**src/rtl/fir_output_window_monitor_if.sv**
```systemverilog
// Sample-in / window-result-out bundle for fir_output_window_monitor.
// master drives samples (filter side), slave is the monitor itself.
interface fir_output_window_monitor_if #(
    parameter int DATA_W = 16,
    parameter int CNT_W  = 11
);
    logic                     enable;
    logic signed [DATA_W-1:0] d;
    logic                     busy;
    logic                     result_valid;
    logic signed [DATA_W-1:0] peak_max;
    logic signed [DATA_W-1:0] peak_min;
    logic        [DATA_W:0]   p2p;
    logic        [CNT_W-1:0]  zc_count;
    logic        [CNT_W-1:0]  sat_count;

    modport master (
        output enable, d,
        input  busy, result_valid, peak_max, peak_min, p2p, zc_count, sat_count
    );

    modport slave (
        input  enable, d,
        output busy, result_valid, peak_max, peak_min, p2p, zc_count, sat_count
    );
endinterface

```
**src/rtl/fir_output_window_monitor.sv**
```systemverilog
// Per-window max/min/peak-to-peak/zero-crossing monitor for the FIR output stream.
// Optional macro MONITOR_SAT_COUNT_EN adds a per-window full-scale sample counter.
module fir_output_window_monitor #(
    parameter int DATA_W        = 16,
    parameter int WINDOW_LEN    = 1024,
    parameter int CNT_W         = 11,
    parameter int SETTLE_CYCLES = 8
) (
    input  logic                         clk,
    input  logic                         reset,
    fir_output_window_monitor_if.slave   mon
);
    localparam int SET_W = (SETTLE_CYCLES > 1) ? $clog2(SETTLE_CYCLES + 1) : 1;

    typedef enum logic [1:0] {IDLE, SETTLE, ACCUM} state_t;

    state_t                   state_q, state_d;
    logic [SET_W-1:0]         settle_cnt_q, settle_cnt_d;
    logic                     take;

    logic signed [DATA_W-1:0] run_max_q, run_max_d, run_min_q, run_min_d;
    logic                     prev_sign_q, prev_sign_d;
    logic [CNT_W-1:0]         win_cnt_q, win_cnt_d, zc_run_q, zc_run_d;
    logic                     win_last;

    logic signed [DATA_W-1:0] peak_max_q, peak_min_q;
    logic [DATA_W:0]          p2p_q;
    logic [CNT_W-1:0]         zc_count_q;
    logic                     result_valid_q;

    // Sign-extend both operands so full-scale swing fits without wrap.
    function automatic logic [DATA_W:0] calc_p2p(input logic signed [DATA_W-1:0] hi,
                                                 input logic signed [DATA_W-1:0] lo);
        return {hi[DATA_W-1], hi} - {lo[DATA_W-1], lo};
    endfunction

    always_ff @(posedge clk or posedge reset) begin
        if (reset) begin
            state_q      <= IDLE;
            settle_cnt_q <= '0;
        end else begin
            state_q      <= state_d;
            settle_cnt_q <= settle_cnt_d;
        end
    end

    // The first accepted sample after reset already counts toward settle or the window.
    always_comb begin
        state_d      = state_q;
        settle_cnt_d = settle_cnt_q;
        take         = 1'b0;
        case (state_q)
            IDLE: if (mon.enable) begin
                if (SETTLE_CYCLES == 0) begin
                    state_d = ACCUM;
                    take    = 1'b1;
                end else if (SETTLE_CYCLES == 1) begin
                    state_d = ACCUM;
                end else begin
                    state_d      = SETTLE;
                    settle_cnt_d = SET_W'(1);
                end
            end
            SETTLE: if (mon.enable) begin
                settle_cnt_d = settle_cnt_q + SET_W'(1);
                if (settle_cnt_q == SET_W'(SETTLE_CYCLES - 1)) state_d = ACCUM;
            end
            ACCUM:   take = mon.enable;
            default: state_d = IDLE;
        endcase
    end

`ifdef MONITOR_SAT_COUNT_EN
    logic [CNT_W-1:0] sat_run_q, sat_run_d, sat_count_q;

    function automatic logic is_full_scale(input logic signed [DATA_W-1:0] x);
        return (x == {1'b0, {(DATA_W-1){1'b1}}}) || (x == {1'b1, {(DATA_W-1){1'b0}}});
    endfunction
`endif

    always_comb begin
        run_max_d   = run_max_q;
        run_min_d   = run_min_q;
        prev_sign_d = prev_sign_q;
        zc_run_d    = zc_run_q;
        win_cnt_d   = win_cnt_q;
        win_last    = 1'b0;
`ifdef MONITOR_SAT_COUNT_EN
        sat_run_d   = sat_run_q;
`endif
        if (take) begin
            win_last    = (win_cnt_q == CNT_W'(WINDOW_LEN - 1));
            win_cnt_d   = win_last ? '0 : win_cnt_q + CNT_W'(1);
            prev_sign_d = mon.d[DATA_W-1];
            // Window sample 1 reseeds everything; no crossing against the previous window.
            if (win_cnt_q == '0) begin
                run_max_d = mon.d;
                run_min_d = mon.d;
                zc_run_d  = '0;
`ifdef MONITOR_SAT_COUNT_EN
                sat_run_d = CNT_W'(is_full_scale(mon.d));
`endif
            end else begin
                if (mon.d > run_max_q) run_max_d = mon.d;
                if (mon.d < run_min_q) run_min_d = mon.d;
                if (mon.d[DATA_W-1] != prev_sign_q) zc_run_d = zc_run_q + CNT_W'(1);
`ifdef MONITOR_SAT_COUNT_EN
                sat_run_d = sat_run_q + CNT_W'(is_full_scale(mon.d));
`endif
            end
        end
    end

    always_ff @(posedge clk or posedge reset) begin
        if (reset) begin
            run_max_q      <= '0;
            run_min_q      <= '0;
            prev_sign_q    <= 1'b0;
            zc_run_q       <= '0;
            win_cnt_q      <= '0;
            peak_max_q     <= '0;
            peak_min_q     <= '0;
            p2p_q          <= '0;
            zc_count_q     <= '0;
            result_valid_q <= 1'b0;
        end else begin
            run_max_q      <= run_max_d;
            run_min_q      <= run_min_d;
            prev_sign_q    <= prev_sign_d;
            zc_run_q       <= zc_run_d;
            win_cnt_q      <= win_cnt_d;
            result_valid_q <= take && win_last;
            if (take && win_last) begin
                peak_max_q <= run_max_d;
                peak_min_q <= run_min_d;
                p2p_q      <= calc_p2p(run_max_d, run_min_d);
                zc_count_q <= zc_run_d;
            end
        end
    end

`ifdef MONITOR_SAT_COUNT_EN
    always_ff @(posedge clk or posedge reset) begin
        if (reset) begin
            sat_run_q   <= '0;
            sat_count_q <= '0;
        end else begin
            sat_run_q <= sat_run_d;
            if (take && win_last) sat_count_q <= sat_run_d;
        end
    end

    assign mon.sat_count = sat_count_q;
`else
    assign mon.sat_count = '0;
`endif

    assign mon.busy         = (state_q != IDLE);
    assign mon.result_valid = result_valid_q;
    assign mon.peak_max     = peak_max_q;
    assign mon.peak_min     = peak_min_q;
    assign mon.p2p          = p2p_q;
    assign mon.zc_count     = zc_count_q;
endmodule
```
**src/flat_wrapper.sv**
```systemverilog
// flat-port wrapper written by rule: the top's interface ports become plain ports
module fir_output_window_monitor_flat 
#(
    parameter int DATA_W        = 16,
    parameter int WINDOW_LEN    = 1024,
    parameter int CNT_W         = 11,
    parameter int SETTLE_CYCLES = 8
)
  (clk, reset, mon_enable, mon_d, mon_busy, mon_result_valid, mon_peak_max, mon_peak_min, mon_p2p, mon_zc_count, mon_sat_count);
  fir_output_window_monitor_if #(.DATA_W(DATA_W), .CNT_W(CNT_W)) mon_i ();
  input  logic clk;
  input  logic reset;
  input wire logic [$bits(mon_i.enable)-1:0] mon_enable;
  input wire logic [$bits(mon_i.d)-1:0] mon_d;
  output wire logic [$bits(mon_i.busy)-1:0] mon_busy;
  output wire logic [$bits(mon_i.result_valid)-1:0] mon_result_valid;
  output wire logic [$bits(mon_i.peak_max)-1:0] mon_peak_max;
  output wire logic [$bits(mon_i.peak_min)-1:0] mon_peak_min;
  output wire logic [$bits(mon_i.p2p)-1:0] mon_p2p;
  output wire logic [$bits(mon_i.zc_count)-1:0] mon_zc_count;
  output wire logic [$bits(mon_i.sat_count)-1:0] mon_sat_count;
  assign mon_i.enable = mon_enable;
  assign mon_i.d = mon_d;
  assign mon_busy = mon_i.busy;
  assign mon_result_valid = mon_i.result_valid;
  assign mon_peak_max = mon_i.peak_max;
  assign mon_peak_min = mon_i.peak_min;
  assign mon_p2p = mon_i.p2p;
  assign mon_zc_count = mon_i.zc_count;
  assign mon_sat_count = mon_i.sat_count;
  fir_output_window_monitor #(.DATA_W(DATA_W), .WINDOW_LEN(WINDOW_LEN), .CNT_W(CNT_W), .SETTLE_CYCLES(SETTLE_CYCLES)) u_core (.clk(clk), .reset(reset), .mon(mon_i));
endmodule
```
**config.mk**
```make
export PLATFORM = sky130hd
export DESIGN_NAME = fir_output_window_monitor_flat
export DESIGN_NICKNAME = d
export VERILOG_FILES = /design/src/rtl/fir_output_window_monitor_if.sv /design/src/rtl/fir_output_window_monitor.sv /design/src/flat_wrapper.sv
export SDC_FILE = /design/constraint.sdc
export NUM_CORES = 1
export LEC_CHECK = 0
export ABC_AREA = 0
export CAP_MARGIN = 15
export CELL_PAD_IN_SITES_DETAIL_PLACEMENT = 1
export CELL_PAD_IN_SITES_GLOBAL_PLACEMENT = 2
export CORE_MARGIN = 2
export CORE_UTILIZATION = 38
export DETAILED_ROUTE_END_ITERATION = 8
export GPL_TIMING_DRIVEN = 0
export PLACE_DENSITY = 0.82
export SLEW_MARGIN = 20
export SYNTH_ARGS = -nofsm -noshare
export SYNTH_HDL_FRONTEND = slang
export SYNTH_SLANG_ARGS = --single-unit
```
**constraint.sdc**
```tcl
create_clock -name clk -period 13.2 [get_ports clk]
set_clock_uncertainty 0.2 [all_clocks]
set_input_delay 2.64 -clock clk [delete_from_list [all_inputs] [get_ports clk]]
set_output_delay 2.64 -clock clk [all_outputs]
set_load 0.1 [all_outputs]
```
==> impl_metrics.tcl <==
set metrics [dict create \
    grt_antenna_before_repair 0 \
    final.period_utilization_pct 63.9 \
    die_height_microns 138 \
    syn_inst 672 \
    relSlewSlack_pct 31.8 \
    viasPerCell 5.22 \
    postCtsHoldBufs 0 \
    finalNonFillerCells 1020 \
    drive_gt1_share_pct 11.9 \
    avgSynthCellArea_sq_um 10.1 \
    cts_resized 0 \
    cpMostUsedCell "o21ai_1" \
    regArea_sq_um 3050 \
    p_leak_uw 0.00390 \
    fmax_ghz 0.119 \
    dr.max_layer_used "met4" \
    synth_fa_ha_area_share_pct 9.69 \
    wl_met1_mm 9.08 \
    tightest_slew_ns 1.02 \
    path_buf_inv 2 \
    arrival_ns 8.51 \
    num_rows 48 \
    placedCellCount 988 \
    synth_edf_count 0 \
    placed_cell_area_sq_um 7940 \
    finalSetupViolations 0 \
    required_ns 13.28 \
    finalCriticalPeriod_ns 8.44 \
    area_delta_synth_final_pct 25.4 \
    stdcell_area_sq_um 8520 \
    synth_xor_area_share_pct 3.48 \
    ys_types 64 \
    numCtsBuffers 17 \
    cp-start-kind "input pin" \
    finalHoldViolCount 0 \
    cts-root-buf "clkbuf_16" \
    synth_compound_area_share_pct 14.2 \
    multi_input_area_sq_um 3360 \
    vias 5328 \
    clkSinkCount 122 \
    ir_drop_mv 0.0932 \
    diodes 0 \
    cts_max_path_buffers 2 \
    worst-setup-path-type "input pin to flip-flop" \
    gp_congestion 0.863 \
    finalWirelength_mm 19.2 \
    async_reset_ff_share_pct 100 \
    timing.setup.tns_ns 0 \
    crit_family "compound AO/OA/AOI/OAI gates" \
    die_x_microns 138 \
    worstSkewPairLatency_ns 0.41 \
    grt_pass1_vias 5831 \
    n_fill_cell 1916 \
    crit_path_max_incr_delay_ns 0.73 \
    rsz0062_at_grt "false" \
    met2_length_mm 9.36 \
    io_pins 92 \
    synth.yosys.seq_area_share_pct 45.0 \
    wl_per_cell_microns 18.9 \
    crit_chain "clkdlybuf4s50_1, ha_1, a211o_1, a21oi_1, a21boi_1, o21ai_1, mux2_2, a21oi_4, buf_6, mux2_1, fa_1, a211oi_1, o21ai_1, a2111oi_1, o41ai_1, a31oi_1, xor2_1, o21ai_1" \
    cp_slowest_cell "a2111oi_1" \
    synth_top_family_by_area "compound AO/OA/AOI/OAI gates" \
    grt_max_degree 73 \
    port_buffers 80 \
    drt_iter0_drc 230 \
    slew_viol_final 0 \
    cts_tree "built" \
    initial_utilization_pct 39.1 \
    status "finished, final reports clean" \
    drtAntennaViolNets 0 \
    worstSetupEndpointType "flip-flop" \
    coreArea_sq_um 17400 \
    powerDensity_nw_per_um2 153 \
    grt_pass1_wl_mm 31.3 \
    drt-pass1-iter-count 5 \
    ys_seq_elements 122 \
    yosys_warnings 0 \
    min_path_type "flip-flop to flip-flop" \
    cts_max_level 4 \
    synthSimpleGateAreaFrac_pct 12.0 \
    fp.dieArea_sq_um 19000 \
    cts.reportedPaths.clkPinSlew_ns 0.06 \
    grt_use_total_pct 21.9 \
    finalCoreUtilization_pct 49.1 \
    path_max_fanout 10 \
    post_cts.repair.setup_buffers 0 \
    drv_cap 0 \
    synth_area_sq_um 6790 \
    grt_overflow 0 \
    wl_met3_microns 586 \
    synth_ff_type "dfrtp_1" \
    synth_mux_area_share_pct 9.60 \
    dpl.hpwl_mm 14.1 \
    num-nets-final 853 \
    drc 0 \
]
## layer usage
layer  GRT usage (%)  vias to the layer above
met2            36.1                       99
met1            29.5                     2667
met4            6.07                        0
met5               0                        -
met3            3.86                       16
li1                -                     2546
## logic make-up (layout without fill, tap and decap cells)
group,after synthesis,count (layout)
adders and majority gates,52,52
xor gates and xnor gates,27,27
AOI/OAI and AO/OA,149,149
other,1,11
and+or+nand+nor,174,174
muxes,55,55
DFF,122,122
buffers and inverters,92,205
## cell type report
cell class / count / area share [%]
plain buffers: 33 / 2.22
clock buffers: 24 / 5.66
clock inverters: 8 / 1.09
inverters: 59 / 2.66
multi-input cells: 468 / 39.5
flip-flops and latches: 122 / 35.9
well taps: 225 / 3.31
repair buffers: 81 / 9.73
## final timing paths
path | start | end | slack, ns | cells past startpoint
setup / recovery | mon_d[5] | u_core.mon.p2p[14] | 4.76 | 18
max in group asynchronous | reset | u_core.mon.p2p[8] | 9.58 | 3
setup reg to reg | u_core.run_max_q[5] | u_core.mon.p2p[14] | 7.18 | 18
min in group asynchronous | reset | u_core.mon.zc_count[7] | 2.46 | 2
hold / removal | u_core.mon.peak_max[3] | u_core.mon.peak_max[3] | 0.27 | 2
hold reg to reg | u_core.mon.peak_max[3] | u_core.mon.peak_max[3] | 0.27 | 2
## state kept, by name, summed over array words and instances, names as in the netlist
signal,count
u_core.mon.peak_min,16
u_core.state_q,2
u_core.mon.peak_max,16
u_core.mon.zc_count,11
u_core.zc_run_q,11
u_core.win_cnt_q,11
u_core.run_max_q,16
u_core.settle_cnt_q,4
u_core.prev_sign_q,1
u_core.mon.p2p,17
u_core.run_min_q,16
u_core.mon.result_valid,1
## cells in the mapped netlist (3+ instances only)
| library cell | instances | area (sq um) |
|---|---|---|
| dfrtp_1 | 122 | 3050 |
| nand2_1 | 80 | 300 |
| inv_1 | 58 | 218 |
| ha_1 | 51 | 638 |
| a21oi_1 | 48 | 240 |
| nor2_1 | 36 | 135 |
| mux2_2 | 26 | 293 |
| o31ai_1 | 26 | 195 |
| o21ai_0 | 25 | 125 |
| mux2_1 | 15 | 169 |
| xor2_1 | 14 | 123 |
| clkbuf_1 | 13 | 48.8 |
| xnor2_1 | 13 | 114 |
| nand3_1 | 12 | 60.1 |
| buf_4 | 11 | 82.6 |
| mux2_4 | 10 | 150 |
| nand4_1 | 9 | 56.3 |
| o21ai_1 | 8 | 40.0 |
| a21o_1 | 7 | 52.6 |
| nor3b_1 | 7 | 52.6 |
| and3_1 | 6 | 37.5 |
| buf_2 | 6 | 30.0 |
| o21a_1 | 6 | 45.0 |
| nor2b_1 | 5 | 31.3 |
| a211oi_1 | 4 | 30.0 |
| mux2i_1 | 4 | 40.0 |
| a31oi_1 | 3 | 18.8 |
| nor3_1 | 3 | 15.0 |
## stage by stage
step / power (uW) / hold slack [ns] / setup WS [ns]
floorplan: 737 / 0.257 / 6.02
global placement: 823 / 0.263 / 4.54
detailed placement: 844 / 0.268 / 4.49
CTS: 1310 / 0.280 / 4.90
global route: 1380 / 0.304 / 4.56
finish: 1300 / 0.273 / 4.76
## worst register-to-register path, stage by stage, from the launching register on
cell	delay, ns
dfrtp_1	0.40
inv_1	0.06
ha_1	0.29
a211o_1	0.29
a21oi_1	0.24
a21boi_1	0.13
o21ai_1	0.24
mux2_2	0.47
a21oi_4	0.34
buf_6	0.22
mux2_1	0.40
fa_1	0.49
a211oi_1	0.37
o21ai_1	0.16
a2111oi_1	0.73
o41ai_1	0.25
a31oi_1	0.34
xor2_1	0.20
o21ai_1	0.07
## power by group
| group | switching (uW) | total, uW | internal, uW |
|---|---|---|---|
| Clock | 167 | 458 | 291 |
| Combinational | 243 | 408 | 165 |
| Sequential | 28.8 | 438 | 409 |
| Total | 438 | 1300 | 866 |
## placed cells by master, fill, tap and decap left out, types with 4 or more instances in the layout
| cell type | synthesis | final |
|---|---|---|
| o21ai_1 | 8 | 8 |
| mux2_1 | 15 | 15 |
| nor2b_1 | 5 | 5 |
| clkinv_2 | 0 | 5 |
| clkbuf_16 | 0 | 17 |
| nand4_1 | 9 | 9 |
| clkdlybuf4s50_1 | 0 | 80 |
| a211oi_1 | 4 | 4 |
| dfrtp_1 | 122 | 122 |
| a21oi_1 | 48 | 48 |
| nor2_1 | 36 | 36 |
| mux2i_1 | 4 | 4 |
| conb_1 | 1 | 11 |
| xnor2_1 | 13 | 13 |
| mux2_4 | 10 | 10 |
| o31ai_1 | 26 | 26 |
| and3_1 | 6 | 6 |
| o21a_1 | 6 | 6 |
| buf_4 | 11 | 11 |
| clkbuf_1 | 13 | 17 |
| nor3b_1 | 7 | 7 |
| buf_2 | 6 | 6 |
| xor2_1 | 14 | 14 |
| ha_1 | 51 | 51 |
| mux2_2 | 26 | 26 |
| nand2_1 | 80 | 80 |
| inv_1 | 58 | 57 |
| nand3_1 | 12 | 12 |
| a21o_1 | 7 | 7 |
| o21ai_0 | 25 | 25 |
Power figures use the tool's default switching activity.
==> patch 1 (config.mk and constraints unchanged) <==
Build with the macro `MONITOR_SAT_COUNT_EN` defined.
--- a/src/rtl/fir_output_window_monitor.sv
+++ b/src/rtl/fir_output_window_monitor.sv
@@ -1,4 +1,6 @@
 // Per-window max/min/peak-to-peak/zero-crossing monitor for the FIR output stream.
 // Optional macro MONITOR_SAT_COUNT_EN adds a per-window full-scale sample counter.
+`define MONITOR_SAT_COUNT_EN
+
 module fir_output_window_monitor #(
     parameter int DATA_W        = 16,
Function: same outputs for any inputs over 10 cycles, from zero or initial values and one cycle with reset high; that may be too few to reach the edited logic, so the function may still have changed.
==> patch 1 against the unedited design <==
Power grew 5.3%; setup slack gained 0.32 ns; cell area grew 9.4%; synthesized area grew 9.3%; sequential cell count grew 22; wire length grew 7.4%; die area grew 9.0%; register-to-register slack gained 0.41 ns; count of clock-buffer cells in the layout shrank 6; critical path type unchanged; critical endpoint is now u_core.mon.p2p[12]; largest cell class is now flip-flops and latches; highest routed layer unchanged.
==> patch 1: results (changes against the unedited design) <==
SYNTHTOPCELLSBYAREA='dfrtp_1 (49%), ha_1 (8.9%), nand2_1 (5.8%)'  # was dfrtp_1 (45%), ha_1 (9.4%), nand2_1 (4.4%)
MUXSHAREOFSYNTHAREA_PCT=8.22  # was 9.60%
DP.FINAL_HPWL_UM=15200  # was 14,100 um
SLOWEST_DELAY_NS=0.78  # was 0.73 ns
NUMPORTBUFFERS=91  # was 80
VIAS_PER_CELL=5.16  # was 5.22
POST_SYNTH_FA_HA_MAJ_AREA_FRACTION_PCT=9.21  # was 9.69%
DRT_PASS_1_ITERS=4  # was 5
WIRE_LENGTH_OF_THE_FIRST_GLOBAL_ROUTING_PASS_UM=33800  # was 31,300 um
SYNTH_CELL_TYPE_COUNT=58  # was 64
ANTENNA_CELLS_INSERTED=0  # unchanged
SYNTH_SEQUENTIAL_AREA_RATIO_PCT=48.6  # was 45.0%
FIRST_ITER_VIOLATIONS=193  # was 230
FIRST_GLOBAL_VIAS=6418  # was 5,831
FINAL_LAYOUT_SIZE_SUFFIX_GT1_SHARE_PCT=10.0  # was 11.9%
MIN-DELAY-START='u_core.mon.sat_count[8]'  # was u_core.mon.peak_max[3]
GRT.MET3_USAGE_PCT=3.93  # was 3.86%
STATIC_POWER_DUE_TO_LEAKAGE_nW=4.47  # was 3.90 nW
OUTCOME='completed'  # unchanged
MET3WIRELENGTH_UM=614  # was 586 um
FILLER_CELL_COUNT=2169  # was 1,916
PLACE_WORST_SETUP_SLACK_NS=4.66  # was 4.49 ns
GLOBALROUTEMET1UTIL_PCT=26.5  # was 29.5%
TRACK_USAGE_PCT=21.3  # was 21.9%
CRITICAL_PATH.STARTPOINT='mon_d[15]'  # was mon_d[5]
TOP_CELLS_BY_COUNT_SYNTH='dfrtp_1 (144), nand2_1 (114), inv_1 (59)'  # was dfrtp_1 (122), nand2_1 (80), inv_1 (58)
CRITPATHARRIVALTIME_NS=8.22  # was 8.51 ns
PATH_MAX_FANOUT=10  # unchanged
SYNTH_COMPOUND_GATE_AREA_SHARE_PCT=10.6  # was 14.2%
VDD_IR_DROP_MAX_uV=95.4  # was 93.2 uV
YOSYS.AREA_SHARE.XOR_XNOR_PCT=3.90  # was 3.48%
MET2_USAGE_PCT=36.6  # was 36.1%
TIMING.SLEW.HEADROOM_PCT=33.9  # was 31.8%
WL_MET1_UM=9170  # was 9080 um
-- patch 1: cell type report --
| cell class | count | area share (%) |
|---|---|---|
| buffer | 22 | 1.09 |
| timing repair buffer | 92 | 10.1 |
| sequential | 144 | 38.7 |
| clock buffer | 18 | 4.71 |
| tap | 265 | 3.56 |
| clock inverter | 14 | 1.95 |
| inverter | 59 | 2.46 |
| multi-input combinational | 501 | 37.5 |
-- patch 1: path summary, 6_finish.rpt --
path / cells past startpoint / to / slack, ns
hold / removal: 2 / u_core.mon.sat_count[8] / 0.28
max in group asynchronous: 3 / u_core.zc_run_q[4] / 9.60
hold reg to reg: 2 / u_core.mon.sat_count[8] / 0.28
min in group asynchronous: 2 / u_core.mon.peak_min[1] / 2.43
setup reg to reg: 19 / u_core.mon.p2p[12] / 7.59
setup / recovery: 19 / u_core.mon.p2p[12] / 5.08
-- patch 1: power by group --
group          switching [mW]  internal (mW)  total (mW)
Sequential             0.0243          0.474       0.499
Clock                   0.203          0.306       0.508
Combinational           0.219          0.147       0.366
Total                   0.446          0.927        1.37
-- patch 1: cell families (layout without fill, tap and decap cells) --
logic type	Yosys count	in the layout
simple gates	235	235
flops	144	144
compound gates	126	126
buf+inv	81	205
fa+ha+maj	54	54
mux	53	53
xor+xnor	33	33
-- patch 1: metrics by stage --
stage | cell area, um2 | hold WS, ns | util [%] | power [mW] | std cells
after floorplan | 7420 | 0.252 | - | 0.757 | 726
after global placement | 8660 | 0.257 | 44.8 | 0.847 | 1082
after detailed placement | 8690 | 0.270 | 45.0 | 0.870 | 1083
after CTS | 9320 | 0.288 | 48.2 | 1.39 | 1115
after global routing | 9320 | 0.312 | 48.2 | 1.45 | 1115
final | 9320 | 0.279 | 48.2 | 1.37 | 1115
==> patch 2 (same flow settings) <==
Made on the original files. Re-encode `state_t` (3 states) as one-hot, 3 bits wide.
--- a/src/rtl/fir_output_window_monitor.sv
+++ b/src/rtl/fir_output_window_monitor.sv
@@ -13,5 +13,5 @@
     localparam int SET_W = (SETTLE_CYCLES > 1) ? $clog2(SETTLE_CYCLES + 1) : 1;
 
-    typedef enum logic [1:0] {IDLE, SETTLE, ACCUM} state_t;
+    typedef enum logic [2:0] {IDLE = 3'b001, SETTLE = 3'b010, ACCUM = 3'b100} state_t;
 
     state_t                   state_q, state_d;
Behaviour: same outputs for any inputs over 10 cycles, from zero or initial values and one cycle with reset high; not proved beyond that.
==> patch 2 against the unedited design <==
Non-clock buffer count down 3; wire length fell by 6.9%; synthesized cell count shrank 5.4%; final cell count decreased by 3.5%; synthesized area shrank 3.4%; first-iteration DRC count is 17% lower; sequential cell count is 1 higher; register-to-register slack gained 0.32 ns; cell area down 3.0%; setup slack gained 0.37 ns; hold slack worse by 0.013 ns; global-route usage down 1.1 points; critical path type unchanged; largest cell class unchanged.
Power is not compared: it rests on default switching activity, and its combinational part moved more than twofold at a synthesized area within 25%.
==> patch 2: results (changes against the unedited design) <==
TIMING.RR.START='u_core.run_min_q[2]'  # was u_core.run_max_q[5]
WIRE_LENGTH_OF_THE_FIRST_GLOBAL_ROUTING_PASS_UM=29200  # was 31,300 um
FINAL_LAYOUT_SIZE_SUFFIX_GT1_SHARE_PCT=10.3  # was 11.9%
TOP_CELLS_BY_COUNT_SYNTH='dfrtp_1 (122), nand2_1 (70), inv_1 (63)'  # was dfrtp_1 (122), nand2_1 (80), inv_1 (58)
WL_PER_CELL_UM=18.2  # was 18.9 um
DP.FINAL_HPWL_UM=13200  # was 14,100 um
POST_SYNTH_FA_HA_MAJ_AREA_FRACTION_PCT=10.0  # was 9.69%
YOSYS.AREA_SHARE.XOR_XNOR_PCT=3.74  # was 3.48%
SYNTH_CELL_TYPE_COUNT=51  # was 64
TIMING.SLEW.HEADROOM_PCT=30.5  # was 31.8%
STATIC_POWER_DUE_TO_LEAKAGE_nW=4.01
OUTCOME='completed'  # unchanged
SYNTH_SEQUENTIAL_AREA_RATIO_PCT=47.0  # was 45.0%
MUXSHAREOFSYNTHAREA_PCT=9.73  # was 9.60%
MAXIMUM_NUMBER_OF_PINS_ON_ONE_NET_BEFORE_GLOBAL_ROUTE_REPAIR=75  # was 73
CRITPATHARRIVALTIME_NS=8.14  # was 8.51 ns
WORST_R2R_PATH_DEPTH=21  # was 18
FIRST_ITER_VIOLATIONS=191  # was 230
PATH_MAX_FANOUT=7  # was 10
CTS_SETUP_BUFFERS=0  # unchanged
SYNTHTOPCELLSBYAREA='dfrtp_1 (47%), ha_1 (9.7%), mux2_4 (4.1%)'  # was dfrtp_1 (45%), ha_1 (9.4%), nand2_1 (4.4%)
FIRST_GLOBAL_VIAS=5525  # was 5,831
CRITICAL_PATH.STARTPOINT='mon_d[2]'  # was mon_d[5]
POSTCTSRESIZEDCELLS=0  # unchanged
SYNTH_COMPOUND_GATE_AREA_SHARE_PCT=12.5  # was 14.2%
DRT_PASS_1_ITERS=4  # was 5
NUMPORTBUFFERS=80  # unchanged
TRACK_USAGE_PCT=20.8  # was 21.9%
TIMING.CRITICAL_PATH.TO_TYPE='register'  # unchanged
NETS=817  # was 853
VIAS_PER_CELL=5.13  # was 5.22
PLACED_AREA_MM2=0.00771  # was 0.00794 mm2
FILLER_CELL_COUNT=1908  # was 1,916
GP_CONGESTION=0.818  # was 0.863
ANTENNA_CELLS_INSERTED=0  # unchanged
CTS-BUFFERS-INSERTED=17  # unchanged
CAP_VIOLATIONS=0  # unchanged
SETUP.REG_TO_REG.WORST_SLACK_NS=7.50  # was 7.18 ns
## patch 2: changes by cell type in the layout (fill, tap and decap cells not counted), moves of 7 or more
cell / delta
nor3b_1: -7
mux2_1: -15
mux2_2: -12
o21ai_0: +27
mux2_4: +8
o31ai_1: -13
nand2_1: -10
mux2i_1: +17
a21oi_1: -28
## patch 2: worst max-delay path, cell delays in order
cell and delay (ns):
clkdlybuf4s50_1 0.56, ha_1 0.26, o21a_1 0.17, o21a_1 0.16
o21ai_0 0.31, a21oi_1 0.15, a211oi_1 0.52, o311ai_4 0.29
mux2i_1 0.44, ha_1 0.26, inv_1 0.06, fa_1 0.41
a21o_1 0.20, a21o_1 0.23, a211oi_1 0.25, o21bai_1 0.12
a21oi_1 0.32, o21ai_0 0.25, a31oi_1 0.25, xor2_1 0.19
o21ai_0 0.10
## patch 2: worst min path at each step
stage / start / to / slack, ns
after floorplan: u_core.prev_sign_q / u_core.prev_sign_q / 0.27
after global placement: u_core.mon.p2p[1] / u_core.mon.p2p[1] / 0.26
after detailed placement: u_core.mon.p2p[1] / u_core.mon.p2p[1] / 0.26
final: u_core.mon.p2p[1] / u_core.mon.p2p[1] / 0.26
after global routing: u_core.mon.p2p[11] / u_core.mon.p2p[11] / 0.31
after CTS: u_core.mon.p2p[1] / u_core.mon.p2p[1] / 0.27
## patch 2: layout make-up
| type | instances | area, um2 | area share (%) |
|---|---|---|---|
| flip-flops and latches | 123 | 3080 | 37.3 |
| repair buffers | 81 | 828 | 10.0 |
| multi-input cells | 430 | 3110 | 37.7 |
| clock buffers | 25 | 455 | 5.52 |
| plain buffers | 30 | 169 | 2.05 |
| inverters | 63 | 241 | 2.92 |
| clock inverters | 7 | 92.6 | 1.12 |
| well taps | 225 | 282 | 3.41 |
## patch 2: cells by family after synthesis
group	count (synthesis)
simple gates	155
compound gates	131
flops	123
buf+inv	93
mux	53
fa+ha+maj	52
xor+xnor	28
other cells	1
## patch 2: layer usage
metal  up-vias  wire [um]  share of wire [%]  track usage, %
met5         -          0                  0               0
met4         0        237                1.3            5.79
met3        17        466                2.6            4.41
met2        79       9030                 50            35.7
met1      2554       8180                 46            26.6
li1       2393          -                  -               -
## patch 2: stage by stage
| step | worst slack [ns] | cells | hold slack (ns) | power (mW) |
|---|---|---|---|---|
| after global placement | 4.83 | 951 | 0.257 | 0.548 |
| after global routing | 4.69 | 984 | 0.306 | 1.04 |
| after floorplan | 6.25 | 646 | 0.267 | 0.516 |
| final | 5.13 | 984 | 0.260 | 0.994 |
| after detailed placement | 4.73 | 952 | 0.256 | 0.558 |
| after CTS | 5.09 | 984 | 0.268 | 1.00 |
## patch 2: where the power goes
part	leakage (nW)	switching (mW)	internal [mW]	total, mW
sequential	1.69	0.0123	0.389	0.401
combinational	2.06	0.0967	0.0542	0.151
clock	0.255	0.165	0.277	0.442
